$ cat config.mk
export PLATFORM = sky130hd
export DESIGN_NAME = mpp_peek_dispatcher
export DESIGN_NICKNAME = d
export VERILOG_FILES = /design/src/rtl/mpp_peek_dispatcher.sv
export SDC_FILE = /design/constraint.sdc
export NUM_CORES = 1
export LEC_CHECK = 0
export CORE_MARGIN = 3
export CORE_UTILIZATION = 52
export CTS_CLUSTER_DIAMETER = 30
export DETAILED_ROUTE_END_ITERATION = 8
export PLACE_DENSITY = 0.83
export SLEW_MARGIN = 5
export SYNTH_ARGS = -nofsm -noshare
export SYNTH_HDL_FRONTEND = slang
export SYNTH_SLANG_ARGS = --single-unit
$ cat constraint.sdc
create_clock -name i_clk -period 3 [get_ports i_clk]
set_input_delay 0.3 -clock i_clk [delete_from_list [all_inputs] [get_ports i_clk]]
set_output_delay 0.3 -clock i_clk [all_outputs]
set_load 0.02 [all_outputs]
$ cat src/rtl/mpp_peek_dispatcher.sv
// Peeks a window from mpp_fifo and sends its valid entries one word at a time
// on a valid/ready stream, then pops exactly the words that were accepted.
module mpp_peek_dispatcher #(
    parameter int unsigned DATA_WIDTH = 8,
    parameter int unsigned PEEK_WIDTH = 4,
    parameter int unsigned COUNT_W    = 16
) (
    input  logic                                   i_clk,
    input  logic                                   i_nrst,
    input  logic                                   i_clear,
    input  logic                                   i_start,
    input  logic [COUNT_W-1:0]                     i_count,
    output logic                                   o_busy,
    output logic                                   o_done,
    output logic                                   o_peek_en,
    input  logic [0:PEEK_WIDTH-1][DATA_WIDTH-1:0]  i_peek_data,
    input  logic [0:PEEK_WIDTH-1]                  i_valid_data,
    input  logic                                   i_peek_valid,
    input  logic                                   i_fifo_empty,
    output logic                                   o_pop_en,
    output logic [0:PEEK_WIDTH-1]                  o_data_hit,
    output logic [DATA_WIDTH-1:0]                  o_data,
    output logic                                   o_valid,
    input  logic                                   i_ready
);

    localparam int unsigned IDX_W = (PEEK_WIDTH > 1) ? $clog2(PEEK_WIDTH) : 1;

    typedef enum logic [2:0] {
        StIdle,
        StPeek,
        StLatch,
        StSend,
        StPop,
        StDone
    } state_e;

    state_e                                state_q, state_d;
    logic [COUNT_W-1:0]                    rem_q, rem_d;
    logic [0:PEEK_WIDTH-1][DATA_WIDTH-1:0] win_q, win_d;
    logic [0:PEEK_WIDTH-1]                 vmask_q, vmask_d;
    logic [0:PEEK_WIDTH-1]                 hit_q, hit_d;
    logic [IDX_W-1:0]                      idx_q, idx_d;

    logic             first_found;
    logic [IDX_W-1:0] first_idx;
    logic             next_found;
    logic [IDX_W-1:0] next_idx;

    // Lowest set bit of the incoming mask; scanning downwards leaves the lowest.
    always_comb begin
        first_found = 1'b0;
        first_idx   = '0;
        for (int i = int'(PEEK_WIDTH) - 1; i >= 0; i--) begin
            if (i_valid_data[i]) begin
                first_found = 1'b1;
                first_idx   = IDX_W'(i);
            end
        end
    end

    // Next captured valid entry strictly above the one being sent.
    always_comb begin
        next_found = 1'b0;
        next_idx   = '0;
        for (int i = int'(PEEK_WIDTH) - 1; i >= 0; i--) begin
            if (vmask_q[i] && (i > int'(idx_q))) begin
                next_found = 1'b1;
                next_idx   = IDX_W'(i);
            end
        end
    end

    always_ff @(posedge i_clk or negedge i_nrst) begin
        if (!i_nrst) begin
            state_q <= StIdle;
        end else begin
            state_q <= state_d;
        end
    end

    always_ff @(posedge i_clk or negedge i_nrst) begin
        if (!i_nrst) begin
            rem_q   <= '0;
            win_q   <= '0;
            vmask_q <= '0;
            hit_q   <= '0;
            idx_q   <= '0;
        end else begin
            rem_q   <= rem_d;
            win_q   <= win_d;
            vmask_q <= vmask_d;
            hit_q   <= hit_d;
            idx_q   <= idx_d;
        end
    end

    always_comb begin
        state_d = state_q;
        rem_d   = rem_q;
        win_d   = win_q;
        vmask_d = vmask_q;
        hit_d   = hit_q;
        idx_d   = idx_q;
        unique case (state_q)
            StIdle: begin
                if (i_start) begin
                    if (i_count != '0) begin
                        rem_d   = i_count;
                        state_d = StPeek;
                    end else begin
                        state_d = StDone;
                    end
                end
            end
            StPeek: begin
                if (!i_fifo_empty) begin
                    state_d = StLatch;
                end
            end
            StLatch: begin
                if (i_peek_valid) begin
                    win_d   = i_peek_data;
                    vmask_d = i_valid_data;
                    hit_d   = '0;
                    idx_d   = first_idx;
                    state_d = first_found ? StSend : StPeek;
                end
            end
            StSend: begin
                if (i_ready) begin
                    hit_d[idx_q] = 1'b1;
                    if (rem_q != '0) begin
                        rem_d = rem_q - 1'b1;
                    end
                    idx_d = next_idx;
                    if ((rem_q <= COUNT_W'(1)) || !next_found) begin
                        state_d = StPop;
                    end
                end
            end
            StPop: begin
                state_d = (rem_q == '0) ? StDone : StPeek;
            end
            StDone: begin
                state_d = StIdle;
            end
            default: begin
                state_d = StIdle;
            end
        endcase
        // Abort drops captured words without popping them.
        if (i_clear) begin
            state_d = StIdle;
        end
    end

    always_comb begin
        o_busy     = (state_q != StIdle);
        o_done     = 1'b0;
        o_peek_en  = 1'b0;
        o_pop_en   = 1'b0;
        o_data_hit = '0;
        o_data     = '0;
        o_valid    = 1'b0;
        unique case (state_q)
            StPeek: o_peek_en = !i_fifo_empty;
            StSend: begin
                o_valid = 1'b1;
                o_data  = win_q[idx_q];
            end
            StPop: begin
                o_pop_en   = 1'b1;
                o_data_hit = hit_q;
            end
            StDone:  o_done = 1'b1;
            default: ;
        endcase
    end

endmodule

==> results.txt <==
CTS built an H-tree with a depth of 3. Summed over all layers, the routed wires come to 8650 µm. Averaged over all synthesized cells, the footprint is 10.8 µm². The post-route cell area came out at 0.00434 mm².

The run finished with clean final reports. The number of global-route vias before repair is 2,861. The peak clock frequency supported by timing is 354 MHz. The post-detailed-route via-to-cell ratio came out at 6.08. Entering global routing, the biggest net connects 41 pins. Data arrives at the worst endpoint at 2.52 ns. The adder-cell area share of the yosys netlist came out at 0.0111. The post-layout minimum cycle time came out at 2.82 ns.

The peak fanout along the critical path is 15. After detailed placement, the total cell area comes to 0.00416 mm². The total routing usage reported by global routing is 0.247. The number of buffers inserted by post-CTS setup repair came out at 0.

STA classifies the critical path endpoint as an output pin. The overall die area is 0.00748 mm². The number of antenna diodes in the final layout is 0.

The post-route antenna net violation count came out at 0. The number of fillers in the final layout is 467. The number of antenna violations at the first check in global routing came out at 0. For this design the ratio of total power to cell area is 756 mW/mm². The count of clock tree sinks is 60. In this run the static leakage power is 1.79 nW. The final net count came out at 448. The number of top-level pins is 76. Of the total synthesized cell area, the portion taken by AND, OR, NAND and NOR gates is 0.157. The final non-filler cell total came out at 465. The worst setup slack after layout is 0.176 ns. The largest buffer count on any clock path is 2. The completed layout was analyzed and its total power is 3.28 mW. The floorplan step set the die height to 86.5 µm. The clock reaches the later pin of the worst-skew pair after 0.34 ns. The final setup TNS is 0 ns. The tree is rooted in a sky130_fd_sc_hd__clkbuf_8. Setup repair after global routing left no endpoint under its margin.

The post-synthesis cell count is 312. The number of enable flip-flop cells after synthesis is 0. The proportion of register bits with asynchronous set or reset after synthesis came out at 1.00.

The clock tree from TritonCTS is yes. The placeable core area is 0.00610 mm². The mapped cell area is 0.00337 mm². The register bit total from synthesis is 60. The worst hold slack is 0.469 ns.

The count of final hold-check violations is 0. The post-synthesis compound-gate area fraction came to 0.169. Prior to clock tree synthesis, the placed netlist has a worst setup slack of 0.533 ns. The share of final-layout standard cells stronger than drive strength 1 came out at 0.215.

The final design utilization is 0.712. The combinational family with the most area after synthesis is multiplexers. The clock slew at the register clock pins of the worst setup and hold paths is 0.07 ns. Including well taps, the total number of placed cells is 449. The net count of the mapped netlist came out at 374. The kind of path behind the tightest hold check is in -> async.

The parity-gate share of the synthesized area counting xor and xnor cells is 0. The number of max-slew violations in the final report is 0. At the worst endpoint, the required time is 2.70 ns.

The reported max-cap violation count came out at 0. At the pin with the least slew margin, the transition time is 0.834 ns. The floorplan has 28 rows. The routed length per placed instance is 18.6 µm. The peak supply drop is 0.461 mV. The overall die width is 86.5 µm. The sequential-to-total area share from yosys stat came out at 0.445. The sequential cells in the finished layout cover a total of 0.00150 mm². The final number of setup-violating endpoints came out at 0.

The worst setup path is of the reg -> out kind. The yosys synthesis warning count came out at 0. The number of remaining DRC errors is 0. The vias after detailed routing is 2,825.

The layout-stage area growth over the synthesis result is 28.7%. STA classifies the critical path startpoint as a flip-flop. The pre-antenna-repair detailed-routing pass consisted of 4 iterations.

In the final layout, the multi-input gates occupy 0.00172 mm². The number of distinct library cell variants in the gate-level netlist after synthesis came out at 52. The final cycle utilization of the critical path came out at 0.941.

The worst slew margin relative to its limit came out at 0.444. The total grt overflow came out at 0. The multiplexer share of the synthesized area came out at 0.173.

The clock buffer count from CTS is 9. Summed over all nets, the half-perimeter wirelength after detailed placement is 6270 µm. The count of buffers added on input and output ports is 75. Buffers inserted to repair hold after CTS numbered 1.

The wire length of the first global-routing pass came out at 14,100 µm. The number of DRC markers after the initial detailed-route iteration came out at 173. For this configuration, the core starts out at a cell density of 0.553.

Among all flip-flop cells after synthesis, the most frequent one is sky130_fd_sc_hd__dfrtp_1. The weighted congestion reported at the end of routability-driven placement is 0.902. The total of cells resized after clock tree synthesis is 0. The clock skew is 0.00748 ns.
==> flip-flops by register name, summed over array words and instances (netlist names) <==
register and flops:
hit_q 4, idx_q 2, rem_q 16, state_q 3, vmask_q 3, win_q 32
==> area by class of cell <==
| class | count | area share |
|---|---|---|
| Timing Repair Buffer | 84 | 0.188 |
| Sequential cell | 60 | 0.346 |
| Inverter | 10 | 0.00865 |
| Clock inverter | 2 | 0.00231 |
| Tap cell | 75 | 0.0216 |
| Clock buffer | 13 | 0.0366 |
| Multi-Input combinational cell | 221 | 0.397 |
==> power breakdown <==
group          total (mW)  switching, mW  leakage, nW  internal (mW)
registers            1.53          0.371        0.730           1.16
logic                1.10          0.444        0.970          0.660
clock network       0.644          0.305       0.0893          0.338
==> Yosys cell counts (2+ instances only) <==
library cell	number	area, µm²
sky130_fd_sc_hd__nor3_1	11	55.1
sky130_fd_sc_hd__mux2_2	33	372
sky130_fd_sc_hd__dfrtp_1	60	1500
sky130_fd_sc_hd__nand3_1	4	20.0
sky130_fd_sc_hd__o22ai_1	3	18.8
sky130_fd_sc_hd__nand2_1	14	52.6
sky130_fd_sc_hd__a21oi_1	15	75.1
sky130_fd_sc_hd__a22oi_1	2	15.0
sky130_fd_sc_hd__buf_2	11	55.1
sky130_fd_sc_hd__a2bb2oi_1	5	43.8
sky130_fd_sc_hd__clkbuf_1	7	26.3
sky130_fd_sc_hd__a31oi_1	5	31.3
sky130_fd_sc_hd__o31ai_1	9	67.6
sky130_fd_sc_hd__o21a_1	3	22.5
sky130_fd_sc_hd__a211oi_1	5	37.5
sky130_fd_sc_hd__nand2b_1	2	12.5
sky130_fd_sc_hd__nor4_1	6	37.5
sky130_fd_sc_hd__or3_1	4	25.0
sky130_fd_sc_hd__ha_1	3	37.5
sky130_fd_sc_hd__mux4_2	9	203
sky130_fd_sc_hd__o21ai_2	9	78.8
sky130_fd_sc_hd__o31a_1	3	26.3
sky130_fd_sc_hd__inv_1	9	33.8
sky130_fd_sc_hd__nor2b_1	2	12.5
sky130_fd_sc_hd__and3_1	13	81.3
sky130_fd_sc_hd__nor2_1	27	101
sky130_fd_sc_hd__o21ai_0	13	65.1
==> placed cells by master, fill, tap and decap left out, types with 2 or more instances in the layout <==
cell                              count
sky130_fd_sc_hd__nand2b_1             2
sky130_fd_sc_hd__nor2_1              27
sky130_fd_sc_hd__o22ai_1              3
sky130_fd_sc_hd__a22oi_1              2
sky130_fd_sc_hd__and3_1              13
sky130_fd_sc_hd__nand2_1             14
sky130_fd_sc_hd__nor3_1              11
sky130_fd_sc_hd__nor2b_1              2
sky130_fd_sc_hd__inv_1                9
sky130_fd_sc_hd__a21oi_1             15
sky130_fd_sc_hd__o21ai_2              9
sky130_fd_sc_hd__o31ai_1              9
sky130_fd_sc_hd__a2bb2oi_1            5
sky130_fd_sc_hd__o31a_1               3
sky130_fd_sc_hd__clkinv_2             2
sky130_fd_sc_hd__mux2_2              33
sky130_fd_sc_hd__buf_4                8
sky130_fd_sc_hd__clkbuf_8            11
sky130_fd_sc_hd__a31oi_1              5
sky130_fd_sc_hd__dfrtp_1             60
sky130_fd_sc_hd__nor4_1               6
sky130_fd_sc_hd__or3_1                4
sky130_fd_sc_hd__o21ai_0             13
sky130_fd_sc_hd__mux4_2               9
sky130_fd_sc_hd__ha_1                 3
sky130_fd_sc_hd__a211oi_1             5
sky130_fd_sc_hd__o21a_1               3
sky130_fd_sc_hd__clkdlybuf4s50_1     74
sky130_fd_sc_hd__nand3_1              4
sky130_fd_sc_hd__clkbuf_1             2
==> routing by layer <==
| metal | GRT usage | vias to the layer above | wire length [µm] |
|---|---|---|---|
| met5 | 0 | - | 0 |
| met4 | 0.115 | 0 | 206 |
| met3 | 0.0580 | 17 | 788 |
| met2 | 0.373 | 125 | 3950 |
| met1 | 0.338 | 1368 | 3700 |
| li1 | - | 1315 | - |
==> critical path: stages, from the launching register on <==
cell                              delay [ns]
sky130_fd_sc_hd__dfrtp_1                0.85
sky130_fd_sc_hd__mux4_2                 0.60
sky130_fd_sc_hd__and3_1                 0.19
sky130_fd_sc_hd__clkdlybuf4s50_1        0.54
==> path summary, 6_finish.rpt <==
| check | start | end | slack [ns] | depth (start not counted) |
|---|---|---|---|---|
| worst max-delay path | idx_q[0] | o_data[6] | 0.18 | 3 |
| worst min-delay path | i_nrst | win_q[14] | 0.47 | 2 |
| worst max register to register | rem_q[0] | rem_q[10] | 0.73 | 7 |
| worst min register to register | hit_q[3] | hit_q[3] | 0.49 | 2 |
| max in group asynchronous | i_nrst | rem_q[8] | 1.83 | 3 |
| min in group i_clk | hit_q[3] | hit_q[3] | 0.49 | 2 |
==> cells by family (layout without fill, tap and decap cells) <==
kind of cell | count (synthesis) | count (layout)
buffers and inverters | 31 | 109
multiplexers | 43 | 43
AO/OA/AOI/OAI | 80 | 80
flip-flops | 60 | 60
AND/OR/NAND/NOR | 95 | 95
adder cells (fa/ha/maj) | 3 | 3
(Power assumes the default switching activity.)
==> RTL change, RTL diff (config.mk and constraints unchanged) <==
The parameter `PEEK_WIDTH` goes from 4 to 8.
--- a/src/rtl/mpp_peek_dispatcher.sv
+++ b/src/rtl/mpp_peek_dispatcher.sv
@@ -2,7 +2,7 @@
 // on a valid/ready stream, then pops exactly the words that were accepted.
 module mpp_peek_dispatcher #(
     parameter int unsigned DATA_WIDTH = 8,
-    parameter int unsigned PEEK_WIDTH = 4,
+    parameter int unsigned PEEK_WIDTH = 8,
     parameter int unsigned COUNT_W    = 16
 ) (
     input  logic                                   i_clk,
Ports: changed (resized i_peek_data, i_valid_data and o_data_hit); port bits go from 76 to 116. No check against the original RTL was run, so the function may have changed too.
==> RTL change against the original RTL <==
- fmax down 1.3%
- worst hold slack worse by 0.41 ns
- power up 79%
- critical path depth up 3
- non-clock buffer count up 43
- clock power up 34%
- final area up 58%
- setup slack worse by 0.038 ns
- sequential cell count up 41
- cell count up 60%
- routed wire length up 62%
- synthesized area up 60%
- critical path type unchanged
- largest power group unchanged
==> RTL change: results (changes against the original RTL) <==
* Status: complete, no violations
* Top Registers: win_q x64, rem_q x16, hit_q x8
* CP top delay family: buffers and inverters
* Critical path arrival at 2.56 ns (+0.04 ns)
* Worst Max-Slew Pin Slew at 1.00 ns (+0.166 ns)
* Global-route wire length before repair at 22.9 mm (+63%)
* Metal-1 WL at 6.04 mm (+63%)
* Seq cells post-synth at 101 (+68%)
* Worst skew pair latency at 0.37 ns (+0.03 ns)
* Vias in the first global route at 4528 (+58%)
* WL met3 at 786 µm (-0.25%)
* Synth Area in Compound Gates at 14.1% (-2.8 points)
* Area of the multi-input gates at 2680 µm² (+56%)
* Hold Buf Count CTS at 0 (-1)
* Clock-cell share of area at 2.89% (-1.0 points)
* Comb pwr share at 40.9% (+7.3 points)
* Sw frac at 37.7% (+3.6 points)
* Final net count at 702 (+57%)
* Crit Path Max Fanout at 17 (+2)
* Final HPWL DP at 10.2 mm (+62%)
* Register area at 2530 µm² (+69%)
* Multi-input gate count at 353 (+60%)
* Met3 usage at 4.44% (-1.4 points)
* Signal buffers at 127 (+51%)
* Clock buf count at 9 (-4)
* Distinct cells, synth at 67 (+29%)
* Logic inverters at 12 (+2)
* Iter 0 DRT Violations at 350 (+100%)
* CP endpoint: o_data[4]
* Register area share after synthesis at 46.8% (+2.3 points)
* Sw power at 2210 µW (+97%)
* Mux contribution to synthesized area at 19.5% (+2.2 points)
-- RTL change: changes by cell type in the layout (fill, tap and decap cells not counted), sizes merged, moves of 11 or more --
cell           delta
clkdlybuf4s50    +40
mux2             +40
and2             +11
nand2            +19
dfrtp            +41
a21oi            +14
-- RTL change: metrics by stage --
| step | utilization (%) | setup WS, ns | instance area (µm²) | hold slack [ns] | instances |
|---|---|---|---|---|---|
| after floorplan | - | 1.00 | 5400 | 0.00441 | 496 |
| after global placement | 67.0 | 0.430 | 6670 | 0.481 | 726 |
| after detailed placement | 67.0 | 0.412 | 6670 | 0.486 | 726 |
| after CTS | 69.0 | 0.00132 | 6870 | 0.110 | 742 |
| after global routing | 69.1 | 0.0262 | 6870 | 0.137 | 742 |
| final | 69.1 | 0.138 | 6870 | 0.0622 | 742 |
-- RTL change: repair_timing --
action,CTS,global route
buffers inserted,0,0
setup endpoints to repair,3,3
gates resized for setup,1,2
